## config.mk

```make
export PLATFORM = sky130hd
export DESIGN_NAME = cu
export DESIGN_NICKNAME = d
export VERILOG_FILES = /design/src/rtl/cu.sv
export SDC_FILE = /design/constraint.sdc
export NUM_CORES = 1
export LEC_CHECK = 0
export BUFFER_PORTS_ARGS = -buffer_cell sky130_fd_sc_hd__buf_2
export CAP_MARGIN = 20
export CORE_MARGIN = 2
export CORE_UTILIZATION = 25
export DETAILED_ROUTE_END_ITERATION = 10
export PLACE_DENSITY = 0.56
export SLEW_MARGIN = 20
export SYNTH_ARGS = -nofsm -noshare
export SYNTH_HDL_FRONTEND = slang
export SYNTH_SLANG_ARGS = --single-unit
```

## constraint.sdc

```tcl
create_clock -name clk -period 2.7 [get_ports clk]
set_input_delay 0.135 -clock clk [delete_from_list [all_inputs] [get_ports clk]]
set_output_delay 0.135 -clock clk [all_outputs]
set_load 0.005 [all_outputs]
```

## src/rtl/cu.sv

```systemverilog
// Multi-cycle control unit: FETCH/EXEC sequencing, instruction decode for the
// function unit and register file, Z/N flag register and branch resolution.
module cu #(
   parameter int PC_WIDTH = 8
) (
   input  logic                clk,
   input  logic                rst_n,
   input  logic [15:0]         instr_in,
   input  logic                z_in,
   input  logic                n_in,
   output logic [PC_WIDTH-1:0] pc_out,
   output logic [3:0]          fs_out,
   output logic [2:0]          a_sel_out,
   output logic [2:0]          b_sel_out,
   output logic [2:0]          d_sel_out,
   output logic [15:0]         imm_out,
   output logic                b_imm_sel_out,
   output logic                rf_we_out,
   output logic                halt_out
);

   typedef enum logic [1:0] {FETCH, EXEC, HALT} state_e;

   state_e              state_q, state_d;
   logic [15:0]         ir_q, ir_d;
   logic [PC_WIDTH-1:0] pc_q, pc_d;
   logic                z_q, z_d, n_q, n_d;

   logic                is_alu, is_br, is_halt, taken;
   logic [PC_WIDTH-1:0] pc_inc, pc_br;

   assign is_alu  = ~ir_q[15];
   assign is_br   = (ir_q[15:14] == 2'b10);
   assign is_halt = (ir_q[15:12] == 4'b1100);

   always_comb begin
      taken = 1'b0;
      case (ir_q[13:12])
         2'b00: taken = 1'b1;
         2'b01: taken = z_q;
         2'b10: taken = n_q;
         2'b11: taken = ~z_q;
         default: taken = 1'b0;
      endcase
   end

   // Sized cast sign-extends (or truncates) the 8-bit offset to the PC width.
   assign pc_inc = pc_q + PC_WIDTH'(1);
   assign pc_br  = pc_inc + PC_WIDTH'($signed(ir_q[7:0]));

   always_comb begin
      state_d = state_q;
      ir_d    = ir_q;
      pc_d    = pc_q;
      z_d     = z_q;
      n_d     = n_q;
      case (state_q)
         FETCH: begin
            ir_d    = instr_in;
            state_d = EXEC;
         end
         EXEC: begin
            if (is_halt) begin
               state_d = HALT;
            end else begin
               state_d = FETCH;
               pc_d    = (is_br && taken) ? pc_br : pc_inc;
            end
            if (is_alu) begin
               z_d = z_in;
               n_d = n_in;
            end
         end
         HALT: state_d = HALT;
         default: state_d = FETCH;
      endcase
   end

   always_ff @(posedge clk or negedge rst_n) begin
      if (!rst_n) begin
         state_q <= FETCH;
         ir_q    <= 16'hF000;
         pc_q    <= '0;
         z_q     <= 1'b0;
         n_q     <= 1'b0;
      end else begin
         state_q <= state_d;
         ir_q    <= ir_d;
         pc_q    <= pc_d;
         z_q     <= z_d;
         n_q     <= n_d;
      end
   end

   assign pc_out        = pc_q;
   assign fs_out        = is_alu ? ir_q[14:11] : 4'd0;
   assign d_sel_out     = ir_q[10:8];
   assign a_sel_out     = ir_q[7:5];
   assign b_sel_out     = ir_q[3:1];
   assign imm_out       = {{12{ir_q[3]}}, ir_q[3:0]};
   assign b_imm_sel_out = is_alu & ir_q[4];
   assign rf_we_out     = (state_q == EXEC) && is_alu;
   assign halt_out      = (state_q == HALT);

endmodule

```

-- Word level (Yosys, flattened, before mapping)
Cells that the tools add are included.
- register bits: 28
- word-level logic and storage cells: 29
- add/sub/neg operators: 2
- equal/unequal tests: 7
- multiplexer cells: 5
- bitwise gates (word level): 4
- reductions and logical operators: 6
- operator list (cell ; number):
    $add A8 B1 Y8 const B ; 1
    $add A8 B8 Y8 ; 1
    $eq A2 B2 Y1 const B ; 4
    $mux W8 ; 1
    $pmux W2 S3 ; 1
    $eq A2 B1 Y1 const B ; 2
    $eq A4 B4 Y1 const B ; 1
    $logic_not A2 Y1 ; 2
    $mux W4 ; 1
    $pmux W1 S4 ; 1
    $reduce_and A2 Y1 ; 2
    $not A1 Y1 ; 3
    $logic_and A1 B1 Y1 ; 2
    $mux W2 ; 1
    $and A1 B1 Y1 ; 1

-- Depth between registers and ports, before layout
Gate-level depths: netlist of the first run.
- depth in word-level cells: 4
- gate-level depth with buffers: 11
- depth with buffers taken out: 11

-- Worst setup path before layout of the first run
No wires, ideal clock.
- path type: register to register
- start: reg pc_q[0], in the netlist pc_out[0]
- end: reg pc_q[7], in the netlist pc_out[7]
- library setup time: 0.119 ns
- data arrival time: 2.230 ns
- path slack: 0.351 ns
- cell stages (with the launch flop): 12
- buffers on the path: 0
- path through: dfrtp_1 ha_1 nand4_1 nor2_1 xor2_1 ha_1 a21oi_1 nand2_1 o21a_1 a2111o_1 nand3_1 nand2_1
- word-level cells in the longest chain between the ends: 3
- RTL lines (what ; RTL line ; source):
    start, declared ; 26 ; logic [PC_WIDTH-1:0] pc_q, pc_d;
    start signal, assigned ; 89 ; pc_q <= pc_d;
    $add A8 B1 Y8 * ; 48 ; assign pc_inc = pc_q + PC_WIDTH'(1);
    $add A8 B8 Y8 ; 49 ; assign pc_br = pc_inc + PC_WIDTH'($signed(ir_q[7:0]));
    $mux W8 * ; 67 ; pc_d = (is_br && taken) ? pc_br : pc_inc;
Every way passes the cells marked *; elsewhere a longest branch is shown, timed or not.
A chain may end at the register's enable or synchronous reset.

-- Final worst setup path of the first run
- start: reg pc_q[1], in the netlist pc_out[1]
- end: reg pc_q[7], in the netlist pc_out[7]
The elaborated chain is that of the path after synthesis.

==> qor.csv, run 1 <==
stage,metric,value,unit
detailed_routing,DRC viols,0,
worst_setup_path,Startpoint Class,register,
placement,DPL Wire Length,2890,um
floorplanning,Die Ht,90.6,um
worst_setup_path,CP max stage cell,a2111o_1,
clock_network,root buffer cell,clkbuf_8,
flow_run,max-cap violations,0,
synth,Simple-Gate Fraction of Synth Area,12.3,%
finish,NumNets Final,250,
finish,FILL cells,777,
synth,Synth warnings,0,
worst_setup_path,cell class contributing the biggest share of worst-path delay,compound AO/OA/AOI/OAI gates,
detailed_routing,Initial DRC Count,46,
global_route,total track usage,9.90,%
synth,post-synthesis compound-gate area fraction,14.1,%
power_and_ir_drop,total power,3160,uW
worst_setup_path,CP max stage delay,0.41,ns
timing,Rel. slew slack,57.1,%
floorplanning,Site Rows,31,
worst_setup_path,kind of critical path,register to register,
global_route,largest net degree at the start of global routing,29,
finish,share of cells above drive strength 1,44.3,%
detailed_routing,vias post-DR,1384,
placement,dpl cell area,2080,um2
worst_setup_path,crit path buf inv count,0,
global_route,GRT overflow,0,
synth,largest family of logic cells by synthesized area,compound AO/OA/AOI/OAI gates,
synth,syn_area_per_cell,10.4,um2
placement,Final GP Congestion,0.798,
clock_network,CTS tree,done,
timing,crit share post-route,92.3,%
floorplanning,Ports,60,
power_and_ir_drop,PD cells,1470,nW/um2
global_route,initial antenna violation count,0,
detailed_routing,Pre-antenna DRT Iters,4,
detailed_routing,vias per inst,4.35,
floorplanning,core box area,7250,um2
timing,Slew @ Worst Pin,0.644,ns
global_route,vias in the first global route,1357,
detailed_routing,WL final,3890,um
power_and_ir_drop,LEAKAGE,0.000982,uW
timing,# setup viols final,0,
synth,synthesized area,1880,um2
floorplanning,die width,90.6,um
worst_setup_path,data required time of the critical path,2.87,ns
worst_setup_path,Worst setup EP type,register,
clock_network,total CTS buffers,3,
synth,synth unique cells,41,
timing,crit path time final,2.49,ns
clock_network,CTS H-tree depth,1,
finish,Antenna Cells,0,
timing,RSZ-0062 raised after global routing,false,
clock_network,"Clk pin slew, worst setup/hold paths",0.09,ns
clock_network,Clock Latency Late Sink,0.27,ns
timing,max-slew violations,0,
timing,final hold violations,0,
worst_setup_path,CP cell instances,ha_1 > nand4_1 > nor2_1 > xor2_1 > ha_1 > a21oi_2 > nand2_1 > o21a_1 > a2111o_1 > nand3_1 > nand2_1,
synth,"Net Count, Synth",211,
placement,buffers added on ports,59,
synth,multiplexer share of the synthesized area,11.8,%
floorplanning,die footprint,8220,um2
synth,Synth Instances,181,
floorplanning,Starting Density,25.9,%
finish,Layout area overhead,14.9,%
timing,post-route clock skew,0.00469,ns
clock_network,CTS sink cnt,28,
synth,sequential fraction of the synthesis area,37.6,%
detailed_routing,drt wl/cell,12.2,um
worst_setup_path,reg-to-reg setup timing slack,0.21,ns
timing,TNS Setup,0,ns
finish,Final Core Density,29.7,%
synth,post-synthesis adder-cell area fraction,7.07,%
status,status,"complete, no violations",
power_and_ir_drop,maximum vdd drop,0.546,mV
clock_network,clk buf depth,2,
global_route,first-pass GRT wire length,6650,um
worst_hold_path,Worst Hold Class,input pin to register,
timing,Setup WS post-layout,0.208,ns
synth,post-synthesis xor/xnor area fraction,4.67,%
worst_setup_path,Critical Path Fanout Max,4,
timing,FMAX,401,MHz
detailed_routing,Post-DRT Antenna Nets,0,
placement,Setup Slack @ Placement,0.173,ns
finish,cell area after layout,2160,um2
synth,Synth Register Bits,28,
worst_setup_path,Critical Path AT,2.66,ns
state kept, by name (all words and copies together) (netlist names):
| signal | flops |
|---|---|
| ir_q | 16 |
| n_q | 1 |
| pc_out | 8 |
| state_q | 2 |
| z_q | 1 |
cell families after synthesis:
| family | Yosys count |
|---|---|
| simple gates | 43 |
| compound gates | 37 |
| buf+inv | 33 |
| flops | 28 |
| mux | 20 |
| xor+xnor | 10 |
| fa+ha+maj | 10 |
per-layer routing:
layer	vias up	global-route usage [%]	wire length [um]
met5	-	0	0
met4	0	2.69	25
met3	2	1.25	167
met2	43	17.0	1820
met1	654	13.1	1870
li1	685	-	-
area by class of cell:
cell class	instances	area, um2	share of cell area, %
Sequential cell	28	706	32.7
Inverter	4	15.0	0.696
Tap cell	99	124	5.74
Clock buffer	4	45.0	2.09
Multi-Input combinational cell	120	940	43.6
Timing Repair Buffer	63	328	15.2
path summary, 6_finish.rpt:
check	from	to	cells past startpoint
setup / recovery	pc_out[1]$_DFFE_PN0P_	pc_out[7]$_DFFE_PN0P_	11
hold / removal	instr_in[14]	ir_q[14]$_DFFE_PN1N_	3
setup reg to reg	pc_out[1]$_DFFE_PN0P_	pc_out[7]$_DFFE_PN0P_	11
hold reg to reg	ir_q[11]$_DFFE_PN0N_	ir_q[11]$_DFFE_PN0N_	1
max in group asynchronous	rst_n	ir_q[7]$_DFFE_PN0N_	2
min in group asynchronous	rst_n	pc_out[6]$_DFFE_PN0P_	2
synthesized netlist by cell type:
cell type / number / area (um2)
buf_4: 25 / 188
dfrtp_1: 24 / 601
mux2_2: 17 / 191
a21oi_1: 14 / 70.1
nor2_1: 11 / 41.3
ha_1: 9 / 113
nand2_1: 8 / 30.0
o21ai_0: 8 / 40.0
xnor2_1: 8 / 70.1
nand3_1: 5 / 25.0
nor2b_1: 5 / 31.3
dfstp_2: 4 / 105
inv_1: 4 / 15.0
mux2i_1: 3 / 30.0
a31oi_1: 2 / 12.5
and3_1: 2 / 12.5
buf_2: 2 / 10.0
buf_6: 2 / 22.5
nand2b_1: 2 / 12.5
nand3_2: 2 / 20.0
nand4_1: 2 / 12.5
o21a_1: 2 / 15.0
xor2_1: 2 / 17.5
a2111o_1: 1 / 11.3
a211oi_2: 1 / 12.5
a21o_1: 1 / 7.51
a21o_2: 1 / 8.76
a2bb2oi_1: 1 / 8.76
a31oi_4: 1 / 21.3
and2b_1: 1 / 7.51
fa_1: 1 / 20.0
nand2b_2: 1 / 8.76
nand4b_1: 1 / 8.76
nor2_2: 1 / 6.26
nor3_1: 1 / 5.00
o2111ai_4: 1 / 26.3
o211ai_1: 1 / 7.51
o21ai_2: 1 / 8.76
o21bai_1: 1 / 7.51
o22ai_1: 1 / 6.26
or2b_2: 1 / 8.76
cells in the final DEF (no fill, tap or decap), drive strengths merged:
cell type and n:
buf 62, dfrtp 24, mux2 17, a21oi 14, nor2 12, ha 9, o21ai 9, xnor2 8
nand2 8, nand3 7, nor2b 5, inv 4, dfstp 4, clkbuf 4, mux2i 3, nand2b 3
a31oi 3, xor2 2, and3 2, nand4 2, o21a 2, a21o 2, or2b 1, o21bai 1
o2111ai 1, a211oi 1, o211ai 1, o22ai 1, nand4b 1, and2b 1, a2bb2oi 1, a2111o 1
nor3 1, fa 1, dlygate4sd3 1
worst register-to-register path: cells and delay by family, from the launching register on:
kind	cells	cell delay (ns)
AOI/OAI and AO/OA	3	0.80
xor gates and xnor gates	1	0.21
adders and majority gates	2	0.53
and+or+nand+nor	5	0.48
DFF	1	0.38
power by group:
part           internal [uW]  switching [uW]  total [uW]
Clock                    106             130         235
Combinational           1020             994        2010
Sequential               660             256         917
Total                   1780            1380        3160
metrics by stage:
step | hold slack [ns] | instances
after floorplan | -0.161 | 181
after global placement | 0.209 | 311
after detailed placement | 0.207 | 311
after CTS | 0.0620 | 316
after global routing | 0.0723 | 318
final | 0.0693 | 318
what timing repair did:
action,CTS,global route
endpoints found under the hold margin,24,0
endpoints found under the setup margin,0,1
buffers inserted,0,2
gates resized for setup,0,1
hold buffers,1,0
Power figures use the tool's default switching activity.
==> run 2: changes to the inputs <==
--- a/config.mk
+++ b/config.mk
@@ -7,10 +7,13 @@
 export LEC_CHECK = 0
 export BUFFER_PORTS_ARGS = -buffer_cell sky130_fd_sc_hd__buf_2
 export CAP_MARGIN = 20
+export CELL_PAD_IN_SITES_DETAIL_PLACEMENT = 0
+export CELL_PAD_IN_SITES_GLOBAL_PLACEMENT = 2
 export CORE_MARGIN = 2
 export CORE_UTILIZATION = 25
 export DETAILED_ROUTE_END_ITERATION = 10
-export PLACE_DENSITY = 0.56
+export PLACE_DENSITY = 0.78
+export REMOVE_ABC_BUFFERS = 1
 export SLEW_MARGIN = 20
 export SYNTH_ARGS = -nofsm -noshare
 export SYNTH_HDL_FRONTEND = slang
==> run 2 against run 1 <==
Net effect: register-to-register slack got worse by 0.02 ns; utilization fell by 0.069 points; critical endpoint unchanged; clock-buffer cell count did not move; flip-flop and latch count did not move; largest cell class unchanged; hold slack improved by 0.0049 ns; sequential power barely moved; worst setup slack got worse by 0.025 ns; largest power group unchanged; non-clock buffer count fell by 2.
==> qor.csv, run 2 (synthesized netlist as in run 1, its figures left out) <==
stage,metric,value,unit,change
status,status,"complete, no violations",,
worst_setup_path,Critical Path Fanout Max,5,,+1
floorplanning,die width,90.6,um,unchanged
detailed_routing,Post-DRT Antenna Nets,0,,unchanged
global_route,grt met2 use,14.8,%,-2.2 points
floorplanning,Die Ht,90.6,um,unchanged
global_route,Global Route met3 Usage,1.84,%,+0.58 points
floorplanning,die footprint,8220,um2,unchanged
timing,Fin Hold WS,0.0742,ns,+0.00488 ns
power_and_ir_drop,LEAKAGE,0.000978,uW,-0.39%
detailed_routing,DRC viols,0,,unchanged
clock_network,CTS tree,done,,
power_and_ir_drop,Reg power frac,28.9,%,about the same
detailed_routing,Initial DRC Count,41,,-11%
power_and_ir_drop,sw frac,43.4,%,-0.17 points
global_route,GRT overflow,0,,unchanged
clock_network,root buffer cell,clkbuf_8,,
clock_network,CTS H-tree depth,1,,unchanged
finish,Antenna Cells,0,,unchanged
detailed_routing,Pre-antenna DRT Iters,4,,unchanged
worst_setup_path,kind of critical path,register to register,,
timing,Rel. slew slack,57.1,%,about the same
placement,dpl cell area,2080,um2,unchanged
global_route,most used routing layer,met2,,
power_and_ir_drop,Comb pwr share,62.8,%,-0.8 points
clock_network,clk buf depth,2,,unchanged
detailed_routing,WL final,3740,um,-3.8%
worst_setup_path,Worst setup EP type,register,,
floorplanning,Starting Density,25.9,%,unchanged
timing,RSZ-0062 raised after global routing,false,,
worst_setup_path,data required time of the critical path,2.87,ns,about the same
clock_network,CTS sink cnt,28,,unchanged
worst_setup_path,crit path buf inv count,0,,unchanged
global_route,initial antenna violation count,0,,unchanged
worst_setup_path,CP max stage cell,dfrtp_1,,
worst_hold_path,Worst Hold Class,input pin to register,,
worst_setup_path,CP cell instances,ha_1 > nand4_1 > nor2_1 > xor2_1 > ha_1 > a21oi_2 > nand2_1 > o21a_1 > a2111o_1 > nand3_1 > nand2_1,,
timing,crit share post-route,93.2,%,+0.91 points
clock_network,"Clk pin slew, worst setup/hold paths",0.10,ns,about the same
global_route,total track usage,9.48,%,-0.41 points
worst_setup_path,CP max stage delay,0.42,ns,about the same
power_and_ir_drop,PD cells,1470,nW/um2,+0.10%
worst_setup_path,Startpoint Class,register,,
global_route,vias in the first global route,1350,,-0.52%
finish,share of cells above drive strength 1,44.2,%,-0.053 points
placement,buffers added on ports,59,,unchanged
timing,max-slew violations,0,,unchanged
worst_setup_path,Critical Path AT,2.68,ns,+0.02 ns
floorplanning,core box area,7250,um2,unchanged
timing,post-route clock skew,0.0105,ns,+0.00581 ns
global_route,met1 Usage GRT,13.6,%,+0.54 points
timing,# setup viols final,0,,unchanged
timing,FMAX,397,MHz,-0.97%
detailed_routing,vias post-DR,1374,,-0.72%
power_and_ir_drop,P_int,1790,uW,+0.18%
placement,Final GP Congestion,0.778,,-2.5%
finish,max FFs per register,16,,unchanged
timing,Setup WS post-layout,0.183,ns,-0.0245 ns
finish,"commonest non-fill, non-tap cells in the layout","59 x buf_2, 24 x dfrtp_1, 17 x mux2_2",,
timing,crit path time final,2.52,ns,+0.0245 ns
finish,largest register by flop count,ir_q,,
global_route,first-pass GRT wire length,6470,um,-2.8%
finish,Layout area overhead,14.7,%,
timing,final hold violations,0,,unchanged
detailed_routing,vias per inst,4.35,,about the same
clock_network,buffer count from post-CTS setup fixing,0,,unchanged
power_and_ir_drop,clock share of power,8.3,%,+0.9 points
detailed_routing,drt wl/cell,11.8,um,-3.2%
global_route,largest net degree at the start of global routing,29,,unchanged
timing,TNS Setup,0,ns,unchanged
power_and_ir_drop,sw power,1370,uW,-0.53%
placement,DPL Wire Length,2890,um,-0.12%
clock_network,total CTS buffers,3,,unchanged
floorplanning,Site Rows,31,,unchanged
timing,Slew @ Worst Pin,0.644,ns,-0.000391 ns
power_and_ir_drop,total power,3160,uW,-0.13%
placement,Setup Slack @ Placement,0.191,ns,+0.0188 ns
clock_network,Clock Latency Late Sink,0.27,ns,about the same
finish,NumNets Final,248,,-0.80%
worst_setup_path,cell class contributing the biggest share of worst-path delay,compound AO/OA/AOI/OAI gates,,
power_and_ir_drop,maximum vdd drop,0.513,mV,-5.9%
floorplanning,Ports,60,,unchanged
finish,"most common cell after layout, fill and taps aside",buf_2,,
finish,cell area after layout,2150,um2,-0.23%
flow_run,max-cap violations,0,,unchanged
## run 2: worst paths after layout
kind | from | end | slack [ns] | depth (start not counted)
worst max-delay path | pc_out[1]$_DFFE_PN0P_ | pc_out[7]$_DFFE_PN0P_ | 0.18 | 11
worst min register to register | z_q$_DFFE_PN0P_ | z_q$_DFFE_PN0P_ | 0.51 | 1
worst min-delay path | instr_in[14] | ir_q[14]$_DFFE_PN1N_ | 0.07 | 3
worst max register to register | pc_out[1]$_DFFE_PN0P_ | pc_out[7]$_DFFE_PN0P_ | 0.18 | 11
min in group asynchronous | rst_n | ir_q[9]$_DFFE_PN0N_ | 0.41 | 2
max in group asynchronous | rst_n | ir_q[4]$_DFFE_PN0N_ | 1.87 | 2
## run 2: routing by layer
metal | vias up | share of wire, % | routed length, um
li1 | 681 | - | -
met1 | 647 | 51 | 1910
met2 | 44 | 43 | 1620
met3 | 2 | 5.1 | 191
met4 | 0 | 0.56 | 21
met5 | - | 0 | 0
## run 2: area by class of cell
type                            instances  area (um2)
Timing Repair Buffer                   61         313
Tap cell                               99         124
Multi-Input combinational cell        120         940
Inverter                                4        15.0
Clock buffer                            4        55.1
Fill cell                             773        5100
Sequential cell                        28         706
## run 2: metrics by stage
stage          utilization, %  instances
6_report                 29.7        316
5_1_grt                  29.7        316
4_1_cts                  29.6        316
3_5_place_dp             28.7        311
3_3_place_gp             28.7        311
2_1_floorplan               -        152
## run 2: worst min-delay path, delay by kind of cell
| kind | cells | cell delay [ns] |
|---|---|---|
| AOI/OAI and AO/OA | 1 | 0.06 |
| and+or+nand+nor | 1 | 0.04 |
| buffers and inverters | 1 | 0.08 |
## run 2: power by group through the flow
stage	clock network, uW	registers [uW]	logic (uW)
CTS	281	924	2000
global route	300	959	2250
global placement	0	925	2000
floorplan	0	919	1370
finish	262	914	1980
detailed placement	0	932	1990
## run 2: timing repair
item                                    CTS  global route
hold buffers                              1             0
endpoints found under the hold margin    24             0
endpoints found under the setup margin    0             1
gates resized for setup                   0             1
==> run 3: changes to the inputs <==
--- a/config.mk
+++ b/config.mk
@@ -6,13 +6,13 @@
 export NUM_CORES = 1
 export LEC_CHECK = 0
 export BUFFER_PORTS_ARGS = -buffer_cell sky130_fd_sc_hd__buf_2
-export CAP_MARGIN = 20
 export CELL_PAD_IN_SITES_DETAIL_PLACEMENT = 0
 export CELL_PAD_IN_SITES_GLOBAL_PLACEMENT = 2
 export CORE_MARGIN = 2
-export CORE_UTILIZATION = 25
+export CORE_UTILIZATION = 32
+export CTS_BUF_LIST = sky130_fd_sc_hd__clkbuf_4 sky130_fd_sc_hd__clkbuf_8
 export DETAILED_ROUTE_END_ITERATION = 10
-export PLACE_DENSITY = 0.78
+export PLACE_DENSITY = 0.93
 export REMOVE_ABC_BUFFERS = 1
 export SLEW_MARGIN = 20
 export SYNTH_ARGS = -nofsm -noshare
==> run 3 against run 2 <==
Net effect: critical path depth stayed put; clock skew is 0.0044 ns lower; clock power is 31% higher; sequential power is 0.9% higher; global-route usage is 3.0 points higher; register-to-register slack hardly changed; utilization is 8.8 points higher; clock-buffer cell count is 1 lower; flip-flop and latch count stayed put; via count is 0.51% lower.
==> qor.csv, run 3 (synthesized netlist as in run 1, its figures left out) <==
stage,metric,value,unit,change
detailed_routing,M1 WL,1770,um,-7.2%
power_and_ir_drop,PD cells,1520,nW/um2,+3.8%
global_route,vias in the first global route,1331,,-1.4%
finish,cell area after layout,2140,um2,-0.35%
detailed_routing,DRC viols,0,,unchanged
finish,Layout area overhead,14.3,%,
detailed_routing,met2 wire len,1790,um,+11%
placement,dpl cell area,2040,um2,-2.0%
floorplanning,die footprint,6490,um2,-21%
global_route,GRT overflow,0,,unchanged
global_route,initial antenna violation count,0,,unchanged
placement,Final GP Congestion,0.798,,+2.5%
floorplanning,Starting Density,33.7,%,+7.8 points
power_and_ir_drop,total power,3270,uW,+3.4%
clock_network,CTS tree,done,,
worst_setup_path,CP max stage delay,0.43,ns,about the same
worst_setup_path,Critical Path AT,2.69,ns,about the same
timing,max-slew violations,0,,unchanged
worst_setup_path,Crit path top cell by count,nand2_1,,
finish,share of cells above drive strength 1,45.0,%,+0.71 points
clock_network,CTS H-tree depth,1,,unchanged
flow_run,max-cap violations,0,,unchanged
timing,FMAX,397,MHz,about the same
worst_setup_path,Worst setup EP type,register,,
timing,post-route clock skew,0.00613,ns,-0.00437 ns
status,status,"complete, no violations",,
detailed_routing,drt wl/cell,13.0,um,+10%
clock_network,Clock Latency Late Sink,0.28,ns,about the same
finish,max FFs per register,16,,unchanged
detailed_routing,Initial DRC Count,27,,-34%
clock_network,"Clk pin slew, worst setup/hold paths",0.11,ns,about the same
floorplanning,Site Rows,27,,-13%
worst_setup_path,crit path buf inv count,0,,unchanged
worst_setup_path,CP max stage cell,dfrtp_1,,
finish,NumNets Final,249,,+0.40%
floorplanning,Ports,60,,unchanged
timing,Fin Hold WS,0.0620,ns,-0.0122 ns
timing,Slew @ Worst Pin,0.880,ns,+0.236 ns
finish,Antenna Cells,0,,unchanged
detailed_routing,Top Metal Used,met4,,
detailed_routing,Post-DRT Antenna Nets,0,,unchanged
worst_hold_path,Worst Hold Class,input pin to register,,
timing,Rel. slew slack,41.3,%,-16 points
timing,final hold violations,0,,unchanged
global_route,largest net degree at the start of global routing,29,,unchanged
clock_network,CTS sink cnt,28,,unchanged
placement,DPL Wire Length,2830,um,-2.2%
global_route,first-pass GRT wire length,6440,um,-0.32%
floorplanning,core box area,5570,um2,-23%
clock_network,root buffer cell,clkbuf_8,,
worst_setup_path,data required time of the critical path,2.88,ns,about the same
finish,"commonest non-fill, non-tap cells in the layout","59 x buf_2, 24 x dfrtp_1, 17 x mux2_2",,
timing,crit share post-route,93.2,%,about the same
global_route,total track usage,12.5,%,+3.0 points
floorplanning,Die Ht,80.6,um,-11%
detailed_routing,WL final,3770,um,+0.91%
worst_setup_path,cell class contributing the biggest share of worst-path delay,compound AO/OA/AOI/OAI gates,,
detailed_routing,vias post-DR,1367,,-0.51%
finish,largest register by flop count,ir_q,,
finish,FILL cells,584,,-24%
floorplanning,die width,80.6,um,-11%
detailed_routing,vias per inst,4.71,,+8.4%
clock_network,total CTS buffers,3,,unchanged
power_and_ir_drop,LEAKAGE,0.000988,uW,+1.0%
power_and_ir_drop,maximum vdd drop,0.762,mV,+48%
detailed_routing,Pre-antenna DRT Iters,4,,unchanged
detailed_routing,routed length on met3,189,um,-1.0%
worst_setup_path,Startpoint Class,register,,
finish,"most common cell after layout, fill and taps aside",buf_2,,
worst_setup_path,CP cell instances,ha_2 > nand4_1 > nor2_1 > xor2_1 > ha_1 > a21oi_2 > nand2_1 > o21a_1 > a2111o_1 > nand3_1 > nand2_1,,
timing,crit path time final,2.52,ns,-0.000743 ns
worst_setup_path,Critical Path Fanout Max,5,,unchanged
timing,# setup viols final,0,,unchanged
clock_network,clk buf depth,2,,unchanged
worst_setup_path,kind of critical path,register to register,,
placement,buffers added on ports,59,,unchanged
-- run 3: cell count changes in the layout (fill, tap and decap cells not counted), sizes merged --
cell,previous run,this run
buf,60,61
clkbuf,4,3
bufinv,0,1
-- run 3: power breakdown --
group          leakage [uW]  internal (uW)  total (uW)  switching (uW)
logic              0.000627           1010        2000             995
clock network     0.0000357            199         342             143
registers          0.000326            660         922             262
-- run 3: layout make-up --
type                    instances  area, um2  area share, %
clock buffers                   3       41.3           1.93
clock inverters                 1       30.0           1.40
inverters                       4       15.0          0.700
multi-input cells             120        942           43.9
flip-flops and latches         28        706           32.9
well taps                      72       90.1           4.20
repair buffers                 62        320           14.9
-- run 3: layer usage --
metal  track usage, %  vias to the layer above
met3             3.03                        2
met1             16.8                      642
met5                0                        -
met2             20.7                       33
li1                 -                      690
met4             2.03                        0
-- run 3: worst min-delay path: cells and delay by family --
family,cells,cell delay [ns]
buf+inv,1,0.07
compound gates,1,0.07
simple gates,1,0.03
-- run 3: timing repair --
action | 4_1_cts | 5_1_grt
gates resized for setup | 0 | 2
hold buffers | 1 | 0
endpoints found under the hold margin | 24 | 0
endpoints found under the setup margin | 0 | 1
setup buffers | 0 | 2
-- run 3: path summary, 6_finish.rpt --
check,from,endpoint,slack (ns),cells after the start
worst min register to register,ir_q[11]$_DFFE_PN0N_,ir_q[11]$_DFFE_PN0N_,0.51,1
worst max-delay path,pc_out[0]$_DFFE_PN0P_,pc_out[7]$_DFFE_PN0P_,0.18,11
max in group asynchronous,rst_n,pc_out[7]$_DFFE_PN0P_,1.90,2
worst min-delay path,instr_in[14],ir_q[14]$_DFFE_PN1N_,0.06,3
worst max register to register,pc_out[0]$_DFFE_PN0P_,pc_out[7]$_DFFE_PN0P_,0.18,11
min in group asynchronous,rst_n,ir_q[9]$_DFFE_PN0N_,0.39,2
-- run 3: per-stage QoR --
step	util (%)	worst slack [ns]	std cells	setup TNS, ns
floorplan	-	0.349	152	0
finish	38.5	0.184	290	0
global route	38.5	-0.00952	290	-0.00952
detailed placement	36.6	0.168	283	0
global placement	36.6	0.248	283	0
CTS	38.1	0.135	288	0
